### src/rtl/riscv_ctrl_pkg.sv
// riscv_ctrl_pkg: shared pipeline-control types and defaults
package riscv_ctrl_pkg;
   typedef enum logic [1:0] {RUN, FLUSH, MEM_WAIT} hz_state_t;
   localparam int FLUSH_CYCLES_DEF = 1;
endpackage

### src/rtl/load_use_detector.sv
// load_use_detector: flags an ID source register produced by a load in EX (x0 never hazards)
module load_use_detector (
   input  logic [4:0] id_rs1,
   input  logic [4:0] id_rs2,
   input  logic       id_uses_rs2,
   input  logic [4:0] ex_rd,
   input  logic       ex_memory_read,
   output logic       load_use
);
   assign load_use = ex_memory_read && ex_rd != 5'd0 &&
                     (ex_rd == id_rs1 || (id_uses_rs2 && ex_rd == id_rs2));
endmodule

### src/rtl/hazard_controller.sv
// hazard_controller: load-use stalls, data-memory freeze and branch-flush sequencing
// Optional HAZARD_PERF_CNT_EN adds the saturating stall_cycles counter.
module hazard_controller
   import riscv_ctrl_pkg::*;
#(
   parameter int FLUSH_CYCLES = FLUSH_CYCLES_DEF,
   parameter int CNT_W        = 32
) (
   input  logic             clk,
   input  logic             reset,
   input  logic [4:0]       id_rs1,
   input  logic [4:0]       id_rs2,
   input  logic             id_uses_rs2,
   input  logic [4:0]       ex_rd,
   input  logic             ex_memory_read,
   input  logic             ex_branch_taken,
   input  logic             mem_req,
   input  logic             mem_ready,
   output logic             pc_write,
   output logic             ifid_write,
   output logic             ifid_flush,
   output logic             hazard_mux_enable,
`ifdef HAZARD_PERF_CNT_EN
   output logic             pipe_hold,
   output logic [CNT_W-1:0] stall_cycles
`else
   output logic             pipe_hold
`endif
);
   hz_state_t state, state_nxt;
   logic [1:0] cnt, cnt_nxt;
   logic       load_use, wait_mem, flushing;

   if (FLUSH_CYCLES < 1 || FLUSH_CYCLES > 3 || CNT_W < 1) begin : g_bad_param
      $error("hazard_controller: illegal FLUSH_CYCLES or CNT_W");
   end

   load_use_detector u_lud (
      .id_rs1         (id_rs1),
      .id_rs2         (id_rs2),
      .id_uses_rs2    (id_uses_rs2),
      .ex_rd          (ex_rd),
      .ex_memory_read (ex_memory_read),
      .load_use       (load_use)
   );

   // A nonzero counter marks an interrupted flush, so MEM_WAIT knows where to resume.
   assign wait_mem = state == MEM_WAIT ? !mem_ready : mem_req && !mem_ready;
   assign flushing = state == FLUSH || (state == MEM_WAIT && cnt != 2'd0);

   always_comb begin
      state_nxt         = RUN;
      cnt_nxt           = cnt;
      pc_write          = 1'b1;
      ifid_write        = 1'b1;
      ifid_flush        = 1'b0;
      hazard_mux_enable = 1'b0;
      pipe_hold         = 1'b0;
      if (reset) begin
         pc_write          = 1'b0;
         ifid_write        = 1'b0;
         ifid_flush        = 1'b1;
         hazard_mux_enable = 1'b1;
         cnt_nxt           = 2'd0;
      end else if (wait_mem) begin
         pc_write   = 1'b0;
         ifid_write = 1'b0;
         pipe_hold  = 1'b1;
         state_nxt  = MEM_WAIT;
      end else if (flushing) begin
         ifid_flush = 1'b1;
         cnt_nxt    = cnt - 2'd1;
         state_nxt  = cnt == 2'd1 ? RUN : FLUSH;
      end else if (ex_branch_taken) begin
         ifid_flush        = 1'b1;
         hazard_mux_enable = 1'b1;
         cnt_nxt           = 2'(FLUSH_CYCLES);
         state_nxt         = FLUSH;
      end else if (load_use) begin
         pc_write          = 1'b0;
         ifid_write        = 1'b0;
         hazard_mux_enable = 1'b1;
      end
   end

   always_ff @(posedge clk) begin
      if (reset) begin
         state <= RUN;
         cnt   <= 2'd0;
      end else begin
         state <= state_nxt;
         cnt   <= cnt_nxt;
      end
   end

`ifdef HAZARD_PERF_CNT_EN
   always_ff @(posedge clk) begin
      if (reset) stall_cycles <= '0;
      else if (!pc_write && stall_cycles != '1) stall_cycles <= stall_cycles + CNT_W'(1);
   end
`endif
endmodule

### config.mk
export PLATFORM = sky130hd
export DESIGN_NAME = hazard_controller
export DESIGN_NICKNAME = d
export VERILOG_FILES = /design/src/rtl/riscv_ctrl_pkg.sv /design/src/rtl/load_use_detector.sv /design/src/rtl/hazard_controller.sv
export SDC_FILE = /design/constraint.sdc
export NUM_CORES = 1
export LEC_CHECK = 0
export BUFFER_PORTS_ARGS = -buffer_cell sky130_fd_sc_hd__buf_4
export CAP_MARGIN = 30
export CORE_MARGIN = 2
export CORE_UTILIZATION = 25
export CTS_CLUSTER_SIZE = 14
export DETAILED_ROUTE_END_ITERATION = 7
export HOLD_SLACK_MARGIN = 0.12
export SETUP_SLACK_MARGIN = 0.4
export SLEW_MARGIN = 20
export SYNTH_ARGS = -nofsm -noshare
export SYNTH_HDL_FRONTEND = slang
export SYNTH_HIERARCHICAL = 1
export SYNTH_SLANG_ARGS = --single-unit
### constraint.sdc
create_clock -name clk -period 2.2 [get_ports clk]
set_input_delay 0.11 -clock clk [delete_from_list [all_inputs] [get_ports clk]]
set_output_delay 0.11 -clock clk [all_outputs]
set_load 0.005 [all_outputs]
Word-level counts from Yosys, hierarchy flattened
Index checks and enable logic that the tools add are counted.
W data, S select, Z words.
Cells by class
  $add $sub $neg: 1
  equal/unequal tests: 5
  multiplexer cells: 23
  bitwise gates (word level): 1
  reduce and logical (&&, ||, !) cells: 13
Operators with widths (number)
  $mux W1: 20
  $eq A5 B5 Y1: 2
  $mux W2: 3
  $logic_and A1 B1 Y1: 5
  $reduce_bool A5 Y1: 1
  $eq A2 B1 Y1 const B: 2
  $reduce_bool A2 Y1: 2
  $eq A2 B2 Y1 const B: 1
  $logic_or A1 B1 Y1: 2
  $reduce_and A2 Y1: 1
  $reduce_or A2 Y1: 1
  $sub A2 B1 Y2 const B: 1
  $logic_not A1 Y1: 1
  $not A1 Y1: 1
Storage, ports and cells
  bits in registers: 4
  output and inout bits: 5

Depth between registers and ports, before layout
  word-level depth: 9
  depth in mapped cells: 6
  mapped depth without buffers: 6

Modules after synthesis
Netlist, hierarchy kept.
By module, submodules not included
  hazard_controller: instances 1, cells each 30, area each 257.7 µm², seq. area each 80.1 µm²
  load_use_detector: instances 1, cells each 17, area each 132.6 µm², seq. area each 0.0 µm²

Worst setup path after synthesis
Ideal clock, no wire load.
  path kind: reg2out
  from: register cnt[0]
  to: output port pc_write
  arrival time: 1.347 ns
  setup slack: 0.743 ns
  cell stages (with the launch flop): 7
  cells stage by stage: dfxtp_1 inv_1 ha_1 nor3b_2 nor3_2 a211oi_1 buf_4
Between the ends
  longest elaborated chain between the ends: 6
Ends and longest elaborated chain
  start, declared: line hazard_controller.sv:31  | logic [1:0] cnt, cnt_nxt;
  start signal, assigned: line hazard_controller.sv:92  | cnt <= cnt_nxt;
  $reduce_bool A2 Y1: line hazard_controller.sv:49  | assign flushing = state == FLUSH || (state == MEM_WAIT && cnt != 2'd0);
  $logic_and A1 B1 Y1: line hazard_controller.sv:49
  $logic_or A1 B1 Y1: line hazard_controller.sv:49
  $mux W1 (3 in series)
  end, declared: line hazard_controller.sv:19  | output logic pc_write,
No other way between the ends.

Final worst setup path
  from: register cnt[0]
  to: output port ifid_write
Between the ends
  longest elaborated chain between the ends: 6
Ends and longest elaborated chain
  $reduce_bool A2 Y1: line hazard_controller.sv:49
  $logic_and A1 B1 Y1: line hazard_controller.sv:49
  $logic_or A1 B1 Y1: line hazard_controller.sv:49
  $mux W1: line hazard_controller.sv:70  | end else if (flushing) begin
  $mux W1: line hazard_controller.sv:65  | end else if (wait_mem) begin
  $mux W1: line hazard_controller.sv:59  | if (reset) begin
  end, declared: line hazard_controller.sv:20  | output logic ifid_write,
No other way between the ends.

==> run summary <==
Critical path class: flop to output port
Net switching power: 83.9 uW
Minimum clock period: 1.68 ns
Pwr/cell area: 445 nW/um2
Fin Hold WS: 0.199 ns
Final setup viols: 0
Measured slew at the worst slew-check pin: 0.407 ns
Setup_tns: 0 ns
DRT iter0 DRCs: 7
Slowest CP cell: dfxtp_1
Setup crit end: ifid_write
Synth area leader: dfxtp_1
FMAX: 596 MHz
Total CTS buffers: 3
Synth top cells by count: 7 x xor2_1, 4 x dfxtp_1
Die height: 43.5 um
Clock share of power: 35.1%
CTS tree: yes
Unique cell type count in the Yosys netlist: 24
H-tree depth: 1
Slew Limit Fails: 0
Worst R2R Path Depth: 6
Net Sw Frac: 29.6%
Cells after Synth: 47
Dpl hpwl: 814 um
Port Buf Inserts: 26
Maximum vdd ir drop: 0.169 mV
Seq pwr share: 29.3%
Post-synth EDFFs: 0
Initial antenna violation count: 0
Gate power share: 35.6%
YS warnings: 6
Place WS: 0.693 ns
Adder-Cell Fraction of Synth Area: 6.41%
Hold Vio Cnt, Final: 0
Internal power: 199 uW
Total Routing Usage GR: 13.6%
Avg Cell Area, Syn: 8.31 um2
Reg-to-reg endpoint: cnt[1]
CP top delay family: flip-flops
Global-route wire length before repair: 1860 um
CTS Buffer Depth: 2
Register area share after synthesis: 20.5%
GPL Wtd Cong: 0.808
Final core utilization: 42.7%
Area fraction in compound gates after synthesis: 17.0%
Mux contribution to synthesized area: 0%
Worst path depth: 6
Syn Nets: 71
Most used DFF post-synth: dfxtp_1
Max-Cap Viols: 0
Top cell type's share of synthesized area: 20.5%
Leak Pwr: 0.280 nW
RSZ-0062 raised after global routing: no
Post-route design area: 636 um2
Largest net degree at the start of global routing: 11
Routed WL: 994 um
Via density: 4.74
Number of detailed-route iterations in the first pass: 4
CP max FO: 5
Number of cell rows: 14
Share of layout cells above drive strength 1: 44.7%
Initial Utilization: 26.2%
Post-synthesis simple-gate area fraction: 28.8%
Crit path from: cnt[0]
Vias: 436
Mapped cell area: 390 um2
Setup crit end kind: output port
Critical path buffer and inverter count: 2
Final period util: 76.2%
CP cell instances: inv_1 -> ha_1 -> nor3b_2 -> nor3_2 -> a211oi_2 -> buf_4
Area after DPL: 598 um2
Clock sinks: 4
Critical R2R Launch: cnt[0]
Reg2reg setup slack: 0.71 ns
Crit path arrival time: 1.57 ns
Area delta synth->final: 62.8%
Clock-pin slew on the worst setup and hold paths: 0.04 ns
Worst Skew: 0.00909 ns
# IOs: 27
Grt total ovfl: 0
Area contributors post-synth: dfxtp_1 21%, xor2_1 16%, xnor2_1 6.7%, ha_1 6.4%, nor2b_1 4.8%
Clock Latency Late Sink: 0.25 ns
Clock Tree Root: clkbuf_4
Crit start category: flop
DRC viols: 0
Largest family of logic cells by synthesized area: simple AND/OR/NAND/NOR gates
Max incr delay on CP: 0.36 ns
Status: finished, final reports clean
Die W: 43.5 um
Critical path required time: 2.09 ns
Setup WS post-layout: 0.523 ns
Worst hold path class: input port to flop
Die area: 1890 um2
Slew headroom: 72.9%
Detail Route Antenna Nets: 0
Asr flop ratio synth: 0%
Flops & latches, synth: 4
Nets: 102
Post-Synth XOR/XNOR Area: 22.4%
Vias in the first global route: 454
Area of the core: 1490 um2
Most common cell in the netlist: xor2_1
Wire length per cell: 10.8 um
Diodes inserted: 0
## sequential cells by signal, summed over array words and instances (netlist names)
signal / flops
cnt: 2
state: 2
## per-layer routing
metal	wire length, um	vias to the layer above	share of wire (%)	track usage (%)
met3	33	3	3.3	2.50
li1	-	223	-	-
met2	515	11	52	22.1
met1	413	199	42	14.9
met4	31	0	3.1	12.1
met5	0	-	0	0
## how the worst min path moves through the flow
stage,cells after the start,end,startpoint,slack [ns]
after floorplan,1,cnt[0],reset,0.18
after global placement,2,cnt[1],reset,0.34
after detailed placement,2,state[1],reset,0.34
after CTS,3,state[1],mem_ready,0.20
after global routing,3,state[1],mem_ready,0.22
final,3,state[1],mem_ready,0.20
## per-stage QoR
step	total power, mW	instances
6_report	0.283	92
5_1_grt	0.304	92
4_1_cts	0.287	92
3_5_place_dp	0.184	88
3_3_place_gp	0.182	88
2_1_floorplan	0.132	47
## power groups by stage
stage,clock network (mW),logic (mW),registers [mW]
detailed placement,0,0.0993,0.0842
global placement,0,0.0979,0.0840
global route,0.106,0.113,0.0840
floorplan,0,0.0486,0.0832
CTS,0.103,0.101,0.0830
finish,0.0995,0.101,0.0829
## cells in the final DEF, fill, tap and decap left out, types with 2 or more instances in the layout
master / instances
a21oi_1: 3
buf_4: 26
clkbuf_4: 3
dfxtp_1: 4
ha_1: 2
inv_1: 3
nand3_1: 2
nor2b_1: 3
o21ai_0: 2
o21ai_1: 2
o21bai_1: 2
or3_1: 2
xnor2_1: 3
xor2_1: 7
## worst register-to-register path, delay by kind of cell, from the launching register on
| family | cells | cell delay (ns) |
|---|---|---|
| AO/OA/AOI/OAI | 1 | 0.14 |
| adder cells (fa/ha/maj) | 1 | 0.19 |
| AND/OR/NAND/NOR | 3 | 0.67 |
| flip-flops | 1 | 0.36 |
| buffers and inverters | 1 | 0.06 |
## kinds of logic after synthesis
group           after synthesis
compound gates               11
fa+ha+maj                     2
simple gates                 16
xor+xnor                     10
buf+inv                       4
flops                         4
## layout make-up
type                       instances  area, um2
clock buffer                       3       22.5
tap                               16       20.0
inverter                           3       11.3
multi-input combinational         39        297
fill                             163        853
sequential                         4       80.1
timing repair buffer              27        205
## repair_timing
| action | 4_1_cts | 5_1_grt |
|---|---|---|
| hold buffers | 1 | 0 |
| setup buffers | 0 | 0 |
| endpoints found under the setup margin | 0 | 2 |
| gates resized for setup | 0 | 1 |
| endpoints found under the hold margin | 4 | 0 |
No activity file was read; power rests on OpenSTA's default activity.
